==> config.mk <==
export PLATFORM = sky130hd
export DESIGN_NAME = stitch_pattern_rx_flat
export DESIGN_NICKNAME = d
export VERILOG_FILES = /design/src/rtl/stitch_pattern_rx_if.sv /design/src/rtl/stitch_pattern_rx.sv /design/src/flat_wrapper.sv
export SDC_FILE = /design/constraint.sdc
export NUM_CORES = 1
export LEC_CHECK = 0
export CELL_PAD_IN_SITES_DETAIL_PLACEMENT = 1
export CELL_PAD_IN_SITES_GLOBAL_PLACEMENT = 2
export CORE_AREA = 5 5 128 160
export CTS_CLUSTER_SIZE = 12
export DETAILED_ROUTE_END_ITERATION = 8
export DIE_AREA = 0 0 133 165
export GPL_TIMING_DRIVEN = 1
export PLACE_DENSITY = 0.65
export RECOVER_POWER = 25
export SETUP_SLACK_MARGIN = 0.15
export SLEW_MARGIN = 20
export SYNTH_ARGS = -nofsm -noshare
export SYNTH_HDL_FRONTEND = slang
export SYNTH_SLANG_ARGS = --single-unit
==> constraint.sdc <==
create_clock -name clk -period 3.98 [get_ports clk]
set_input_delay 0.796 -clock clk [delete_from_list [all_inputs] [get_ports clk]]
set_output_delay 0.796 -clock clk [all_outputs]
set_load 0.005 [all_outputs]
==> src/rtl/stitch_pattern_rx_if.sv <==
// Host nibble bus and renderer pop port for stitch_pattern_rx.
// The master side is the host/renderer; the slave side is the receiver itself.
interface stitch_pattern_rx_if #(
    parameter int AW = 4
);
    logic [3:0]  host_data;
    logic        host_stb;
    logic        host_ack;
    logic        rd_en;
    logic [7:0]  rd_data;
    logic        rd_valid;
    logic [AW:0] count;
    logic        full;
    logic        empty;
    logic        overflow;

    modport master (
        output host_data, host_stb, rd_en,
        input  host_ack, rd_data, rd_valid, count, full, empty, overflow
    );

    modport slave (
        input  host_data, host_stb, rd_en,
        output host_ack, rd_data, rd_valid, count, full, empty, overflow
    );
endinterface

==> src/rtl/stitch_pattern_rx.sv <==
// Receives toggle-handshaked nibbles from an asynchronous host, pairs them into
// bytes and queues them in a small FIFO popped by the pattern renderer.
module stitch_pattern_rx #(
    parameter int DEPTH = 16,
    parameter int AW    = 4
) (
    input  logic               clk,
    input  logic               rst,
    stitch_pattern_rx_if.slave bus
);
    localparam logic [AW:0] CNT_ONE  = (AW+1)'(1);
    localparam logic [AW:0] CNT_FULL = (AW+1)'(DEPTH);

    typedef enum logic {
        ST_HI = 1'b0,
        ST_LO = 1'b1
    } nib_state_t;

    nib_state_t    state_q, state_d;
    logic          s1_q, s2_q, s3_q;
    logic          stb_toggle;
    logic [3:0]    hi_q, hi_d;
    logic          push_req;
    logic [7:0]    push_byte;
    logic          pop;
    logic          push_ok;
    logic          ack_q;
    logic [AW-1:0] wr_ptr_q, rd_ptr_q;
    logic [AW:0]   count_q, count_d;
    logic          full_q, empty_q;
    logic          overflow_q, overflow_d;
    logic [7:0]    rd_data_q;
    logic          rd_valid_q;
    logic [7:0]    mem [DEPTH];

    // host_data is only captured on a detected toggle; the host holds it
    // stable until it sees the ack, so it has long settled by then.
    assign stb_toggle = s2_q ^ s3_q;

    always_comb begin
        state_d   = state_q;
        hi_d      = hi_q;
        push_req  = 1'b0;
        push_byte = {hi_q, bus.host_data};
        if (stb_toggle) begin
            case (state_q)
                ST_HI: begin
                    hi_d    = bus.host_data;
                    state_d = ST_LO;
                end
                ST_LO: begin
                    push_req = 1'b1;
                    state_d  = ST_HI;
                end
                default: state_d = ST_HI;
            endcase
        end
    end

    // A pop frees a slot in the same cycle, so a full FIFO still accepts a push.
    always_comb begin
        pop        = bus.rd_en && !empty_q;
        push_ok    = push_req && (!full_q || pop);
        overflow_d = overflow_q || (push_req && full_q && !pop);
        case ({push_ok, pop})
            2'b10:   count_d = count_q + CNT_ONE;
            2'b01:   count_d = count_q - CNT_ONE;
            default: count_d = count_q;
        endcase
    end

    always_ff @(posedge clk) begin
        if (rst) begin
            s1_q       <= 1'b0;
            s2_q       <= 1'b0;
            s3_q       <= 1'b0;
            state_q    <= ST_HI;
            hi_q       <= 4'h0;
            ack_q      <= 1'b0;
            wr_ptr_q   <= '0;
            rd_ptr_q   <= '0;
            count_q    <= '0;
            full_q     <= 1'b0;
            empty_q    <= 1'b1;
            overflow_q <= 1'b0;
            rd_data_q  <= 8'h00;
            rd_valid_q <= 1'b0;
        end else begin
            s1_q       <= bus.host_stb;
            s2_q       <= s1_q;
            s3_q       <= s2_q;
            state_q    <= state_d;
            hi_q       <= hi_d;
            if (stb_toggle) begin
                ack_q <= s2_q;
            end
            if (push_ok) begin
                wr_ptr_q <= wr_ptr_q + 1'b1;
            end
            if (pop) begin
                rd_ptr_q  <= rd_ptr_q + 1'b1;
                rd_data_q <= mem[rd_ptr_q];
            end
            rd_valid_q <= pop;
            count_q    <= count_d;
            full_q     <= (count_d == CNT_FULL);
            empty_q    <= (count_d == '0);
            overflow_q <= overflow_d;
        end
    end

    // Storage carries no reset; clearing the pointers empties it logically.
    always_ff @(posedge clk) begin
        if (push_ok) begin
            mem[wr_ptr_q] <= push_byte;
        end
    end

    assign bus.host_ack = ack_q;
    assign bus.rd_data  = rd_data_q;
    assign bus.rd_valid = rd_valid_q;
    assign bus.count    = count_q;
    assign bus.full     = full_q;
    assign bus.empty    = empty_q;
    assign bus.overflow = overflow_q;
endmodule

==> src/flat_wrapper.sv <==
// flat-port wrapper written by rule: the top's interface ports become plain ports
module stitch_pattern_rx_flat 
#(
    parameter int DEPTH = 16,
    parameter int AW    = 4
)
  (clk, rst, bus_host_data, bus_host_stb, bus_rd_en, bus_host_ack, bus_rd_data, bus_rd_valid, bus_count, bus_full, bus_empty, bus_overflow);
  stitch_pattern_rx_if #(.AW(AW)) bus_i ();
  input  logic clk;
  input  logic rst;
  input wire logic [$bits(bus_i.host_data)-1:0] bus_host_data;
  input wire logic [$bits(bus_i.host_stb)-1:0] bus_host_stb;
  input wire logic [$bits(bus_i.rd_en)-1:0] bus_rd_en;
  output wire logic [$bits(bus_i.host_ack)-1:0] bus_host_ack;
  output wire logic [$bits(bus_i.rd_data)-1:0] bus_rd_data;
  output wire logic [$bits(bus_i.rd_valid)-1:0] bus_rd_valid;
  output wire logic [$bits(bus_i.count)-1:0] bus_count;
  output wire logic [$bits(bus_i.full)-1:0] bus_full;
  output wire logic [$bits(bus_i.empty)-1:0] bus_empty;
  output wire logic [$bits(bus_i.overflow)-1:0] bus_overflow;
  assign bus_i.host_data = bus_host_data;
  assign bus_i.host_stb = bus_host_stb;
  assign bus_i.rd_en = bus_rd_en;
  assign bus_host_ack = bus_i.host_ack;
  assign bus_rd_data = bus_i.rd_data;
  assign bus_rd_valid = bus_i.rd_valid;
  assign bus_count = bus_i.count;
  assign bus_full = bus_i.full;
  assign bus_empty = bus_i.empty;
  assign bus_overflow = bus_i.overflow;
  stitch_pattern_rx #(.DEPTH(DEPTH), .AW(AW)) u_core (.clk(clk), .rst(rst), .bus(bus_i));
endmodule
==> results of run 1 <==
==> placed cells by master (no fill, tap or decap), types with 7 or more instances in the layout <==
cell	Yosys	layout
clkdlybuf4s50_1	0	23
clkbuf_16	0	17
mux4_2	14	14
mux4_1	18	18
dfxtp_1	34	32
nor2_1	40	40
buf_4	1	15
ha_1	8	8
xor2_1	7	7
a21oi_1	28	28
nand2_1	15	15
a22oi_1	16	16
edfxtp_1	128	128
nor2b_1	7	7
o21ai_0	7	7
==> through the flow <==
stage          hold WS [ps]  worst slack (ps)
4_1_cts                 460               835
3_5_place_dp            445               405
5_1_grt                 468               629
3_3_place_gp            426               480
2_1_floorplan           414               949
6_report                455               860
==> state kept, by name, summed over array words and instances (netlist names) <==
| signal | count |
|---|---|
| u_core.hi_q | 4 |
| u_core.bus.overflow | 1 |
| u_core.bus.host_ack | 1 |
| u_core.bus.rd_valid | 1 |
| u_core.s2_q | 1 |
| u_core.bus.count | 5 |
| u_core.state_q | 1 |
| u_core.s1_q | 1 |
| u_core.mem | 128 |
| u_core.bus.rd_data | 8 |
| u_core.bus.full | 1 |
| u_core.bus.empty | 1 |
| u_core.rd_ptr_q | 4 |
| u_core.wr_ptr_q | 4 |
| u_core.s3_q | 1 |
==> worst paths after layout <==
path / from / slack (ps) / to
worst max-delay path: bus_rd_en / 860 / u_core.bus.empty$_SDFF_PP1_
worst min-delay path: u_core.s1_q$_SDFF_PP0_ / 460 / u_core.s2_q$_SDFF_PP0_
worst max register to register: u_core.s2_q$_SDFF_PP0_ / 1150 / u_core.bus.empty$_SDFF_PP1_
worst min register to register: u_core.s1_q$_SDFF_PP0_ / 460 / u_core.s2_q$_SDFF_PP0_
==> worst max-delay path, delay by kind of cell <==
family	cells	cell delay, ps
AOI/OAI and AO/OA	4	740
buffers and inverters	2	540
and+or+nand+nor	2	470
xor gates and xnor gates	2	340
adders and majority gates	2	530
==> report_power, final <==
part / total [mW] / internal [mW] / switching, mW / leakage (nW)
Sequential: 1.86 / 1.84 / 0.0231 / 1.44
Combinational: 0.152 / 0.0729 / 0.0788 / 0.742
Clock: 1.60 / 0.976 / 0.628 / 0.267
==> layer usage <==
metal	GRT usage (%)	part of all wire, %	wire, um	vias to the layer above
li1	-	-	-	1577
met1	15.8	42	5910	1752
met2	24.3	53	7410	55
met3	3.60	3.3	464	13
met4	4.73	1.5	210	0
met5	0	0	0	-
==> layout make-up <==
class / instances / area, um2
clock buffers: 20 / 437
flip-flops and latches: 162 / 4530
multi-input cells: 196 / 1790
well taps: 232 / 290
repair buffers: 40 / 363
clock inverters: 11 / 139
fillers: 1843 / 11100
inverters: 6 / 22.5
==> kinds of logic after synthesis <==
| kind of cell | Yosys count | share of synthesized area (%) |
|---|---|---|
| muxes | 35 | 12.7 |
| DFF | 162 | 70.0 |
| and+or+nand+nor | 85 | 6.33 |
| AOI/OAI and AO/OA | 56 | 5.38 |
| adders and majority gates | 8 | 1.55 |
| xor gates and xnor gates | 12 | 1.74 |
| buffers and inverters | 29 | 2.38 |
==> results by group, run 1 <==
STA
  • Unrepaired setup endpoints after global routing: no
  • Final hold viol count: 0
  • F_max: 320 MHz
  • Finish-stage setup viols: 0
  • Post-route clock period utilization: 78.4%
  • Max-slew headroom: 38.5%
  • Total negative slack: 0 ps
  • Max-slew violations: 0
  • Tightest Pin Transition: around 920 ps
  • Setup Skew: roughly 6.2 ps
  • Post-layout min period: between 3000 and 4000 ps

Global route
  • Grt total ovfl: 0
  • Largest net degree at the start of global routing: 36
  • All-Layer GR Usage: a little over an eighth
  • First-pass GRT wire length: ~22 mm
  • Vias in the first global route: 3694
  • Initial antenna violation count: 0

Synthesis
  • Register area share after synthesis: 70.0%
  • Warnings, synthesis: 0
  • Top FF cell, synth: edfxtp_1
  • Synthesized area: between 6000 and 7000 um2
  • Number of synthesized register bits: 162
  • Cells after Synth: a little under 400
  • Post-synth EDFFs: about 130
  • Largest area contributor in the netlist: edfxtp_1
  • Share of the synthesized area in the top cell type: 59.4%
  • Asr flop ratio synth: 0%
  • Yosys cell types: 40
  • Synth top cells by count: edfxtp_1 (128), nor2_1 (40), dfxtp_1 (34)
  • Net count after synthesis: about 400
  • Synth Area per Inst: 16.7 um2
  • Most frequent cell after synthesis: edfxtp_1
  • Top cells by area, synth: edfxtp_1 (59%), dfxtp_1 (11%), mux4_1 (7.3%)

Detailed routing
  • Drt first pass iters: 4
  • Final ANT Viol Nets: 0
  • Remaining DRCs: 0
  • Initial DRC count: 248
  • Detailed Route WL: around 14 mm
  • Vias per inst: 5.09
  • Drt wl/cell: 21.0 um
  • Via count: 3397

Die
  • Die W: about 130 um
  • Die extent in y: 165 um
  • Initial Util: 34.6%
  • Core Area: 18700 um2
  • IO Count: 26
  • Num rows: 56
  • Die footprint: approximately 22000 um2

Power and ir drop
  • Pleak: 2.45 nW
  • VDD IR-drop max: 0.282 mV
  • Total power draw: 3.62 mW
  • PD cells: 478 nW/um2

Worst setup path
  • CP cell instances: clkdlybuf4s50_1, nand2b_1, a211oi_4, inv_1, ha_1, xor2_1, ha_1, o21ai_0, a21oi_1, nor4_2, xnor2_2, a41o_1
  • Crit Path Max Fanout: 10
  • CP max stage delay: 450 ps
  • Crit. End Element: flop
  • Setup crit start kind: primary input
  • Most frequent CP cell: ha_1
  • Crit path kind: in2reg
  • Critical Path AT: 3430 ps
  • Req. time, crit path: 4290 ps
  • Worst reg2reg path depth: 11
  • Slowest CP cell: clkdlybuf4s50_1

CTS
  • TritonCTS clock tree: yes
  • Hold Buf Count CTS: 0
  • Clk sinks: between 150 and 200
  • CTS Buf Count: 17
  • Post-CTS setup buffer count: 0
  • CTS Buffer Depth: 2
  • Clk_lat worst skew: between 400 and 500 ps
  • Gates resized, CTS repair: 0
  • H-tree lvl count: 4
  • Root Driver: clkbuf_16
  • Clock-pin slew on the worst setup and hold paths: 60 ps

Cells and area
  • Area Growth Syn to Fin: 17.0%
  • Final nets: 439
  • Util after Layout: 40.4%
  • Layout cells sized above 1: 14.0%
  • Post-route insts no fill: 667
  • Fin area: 7570 um2
  • Antenna Cells: 0

Hold path
  • Hold Path Class: reg2reg
  • Hold Crit Depth: 1

Placement
  • Port bufs: 25
  • DP Area: 6990 um2
  • Final Wtd Congestion: between 0.7 and 0.8
  • Post-DP HPWL: just over 9 mm
  • Placed Cells: 636

Job
  • Total of max-cap violations: 0

Run status
  • Status: completed
Power figures use the tool's default switching activity.
==> run 2, diff against run 1 <==
--- a/config.mk
+++ b/config.mk
@@ -12,7 +12,7 @@
 export DETAILED_ROUTE_END_ITERATION = 8
 export DIE_AREA = 0 0 133 165
 export GPL_TIMING_DRIVEN = 1
-export PLACE_DENSITY = 0.65
+export PLACE_DENSITY = 0.67
 export RECOVER_POWER = 25
 export SETUP_SLACK_MARGIN = 0.15
 export SLEW_MARGIN = 20
==> constraint.sdc (replaced) <==
create_clock -name clk -period 2.8 [get_ports clk]
set_input_delay 0.56 -clock clk [delete_from_list [all_inputs] [get_ports clk]]
set_output_delay 0.56 -clock clk [all_outputs]
set_load 0.005 [all_outputs]
==> results by group, run 2 (synthesized netlist as in run 1, its figures left out) <==
CTS
  • H-tree lvl count: 4
  • TritonCTS clock tree: yes
  • Clock-pin slew on the worst setup and hold paths: about 60 ps
  • Hold Buf Count CTS: 0
  • CTS Buffer Depth: 2
  • Root Driver: clkbuf_16
  • Clk sinks: between 150 and 200
  • CTS Buf Count: 17
  • Clk_lat worst skew: 420 ps

Global route
  • All-Layer GR Usage: 13.8%
  • Vias in the first global route: 3773
  • Grt total ovfl: 0
  • First-pass GRT wire length: ~22 mm
  • Met1 Use GR: 16.6%
  • Met2 GRT Util: 24.1%
  • Initial antenna violation count: 0
  • GRT Max-Usage Layer: met2
  • GR Util met3: 3.29%
  • Largest net degree at the start of global routing: 36

Cells and area
  • Area taken by multi-input logic gates: 1800 um2
  • Area Growth Syn to Fin: 20.6%
  • Layout fillers: about 1800
  • Max reg flops: 128
  • Final nets: around 460
  • Most common cell after layout, fill and taps aside: edfxtp_1
  • Largest Register: u_core.mem
  • Fin area: a little under 8000 um2
  • Commonest non-fill, non-tap cells in the layout: edfxtp_1 (128), nor2_1 (40), dfxtp_1 (33), buf_4 (30), a21oi_1 (28)
  • Post-route insts no fill: slightly below 700
  • Layout cells sized above 1: 17.9%
  • Util after Layout: a little over two fifths
  • Antenna Cells: 0
  • Reg area: 4530 um2

STA
  • F_max: 413 MHz
  • Post-route clock period utilization: 86.5%
  • Tightest Pin Transition: 1550 ps
  • Setup Skew: 10.1 ps
  • Max-slew violations: 35
  • Finish-stage setup viols: 0
  • Unrepaired setup endpoints after global routing: no
  • Max-slew headroom: -3.33%
  • Post-layout min period: 2420 ps
  • Final hold viol count: 0

Die
  • Die extent in y: ~170 um
  • IO Count: 26
  • Num rows: 56
  • Core Area: 18700 um2
  • Die W: 133 um
  • Initial Util: 34.6%
  • Die footprint: 21900 um2

Worst setup path
  • CP max stage delay: 330 ps
  • Slowest CP cell: dfxtp_1
  • Crit path kind: reg2reg
  • CP cell instances: xnor2_1, a211oi_4, inv_2, ha_2, xor2_1, ha_2, a21oi_1, mux2i_1, xor2_1, nand2_1, nor4b_2
  • Crit Path Max Fanout: 3
  • Setup crit start kind: flop
  • Crit. End Element: flop
  • Critical Path AT: approximately 2800 ps
  • Req. time, crit path: 3120 ps

Placement
  • Final Wtd Congestion: 0.731
  • Placed Cells: 651
  • Post-DP HPWL: 9.24 mm
  • DP Area: 7130 um2
  • Port bufs: 25

Run status
  • Failing checks: max-capacitance violations, max-slew violations
  • Status: complete, but fails checks

Detailed routing
  • Final ANT Viol Nets: 0
  • Initial DRC count: between 200 and 250
  • Drt first pass iters: 4
  • Detailed Route WL: 14.3 mm
  • Drt wl/cell: 20.9 um
  • Vias per inst: 5.13
  • Via count: 3515
  • Remaining DRCs: 0

Job
  • Total of max-cap violations: 1

Power and ir drop
  • PD cells: approximately 690 nW/um2
  • VDD IR-drop max: 0.439 mV
  • Pleak: 2.60 nW

Hold path
  • Hold Path Class: reg2reg
## run 2: worst paths after layout
check	end	from	slack (ps)	depth (start not counted)
max	u_core.bus.full$_SDFF_PP0_	u_core.s2_q$_SDFF_PP0_	380	11
min	u_core.s2_q$_SDFF_PP0_	u_core.s1_q$_SDFF_PP0_	440	1
max reg2reg	u_core.bus.full$_SDFF_PP0_	u_core.s2_q$_SDFF_PP0_	380	11
min reg2reg	u_core.s2_q$_SDFF_PP0_	u_core.s1_q$_SDFF_PP0_	440	1
## run 2: through the flow
stage	setup WS, ps	TNS, ps	power, mW	hold slack [ps]
after floorplan	139	0	2.83	414
after global placement	-229	-598	2.93	432
after detailed placement	-310	-862	2.94	430
after CTS	165	0	5.49	449
after global routing	171	0	5.61	484
final	379	0	5.41	443
## run 2: report_power, final
part           leakage (nW)  switching (mW)  internal (mW)  total, mW
Combinational         0.842           0.117          0.118      0.234
Sequential             1.44          0.0354           2.61       2.65
Clock                 0.317           0.880           1.65       2.53
Total                  2.60            1.03           4.38       5.41
## run 2: cell type report
type | count | share of cell area (%)
clock buffer | 25 | 6.66
clock inverter | 7 | 1.81
inverter | 6 | 0.289
multi-input combinational | 196 | 23.1
sequential | 162 | 58.0
tap | 232 | 3.72
timing repair buffer | 57 | 6.43
## run 2: metal layers
| metal | vias up | part of all wire [%] | wire (um) |
|---|---|---|---|
| met5 | - | 0 | 0 |
| met4 | 0 | 1.9 | 275 |
| met3 | 20 | 2.4 | 344 |
| met2 | 48 | 53 | 7540 |
| met1 | 1840 | 43 | 6140 |
| li1 | 1607 | - | - |
## run 2: worst max-delay path, delay by kind of cell (launching register included)
family                   cells  cell delay, ps
AO/OA/AOI/OAI                2             400
multiplexers                 1             240
flip-flops                   1             330
adder cells (fa/ha/maj)      2             380
buffers and inverters        1              60
AND/OR/NAND/NOR              2             350
XOR/XNOR                     3             550
## run 2: what timing repair did
action / in CTS / in global routing
buffers inserted: 0 / 2
endpoints found under the setup margin: 2 / 2
pin swaps: 1 / 3
gates resized for setup: 0 / 2
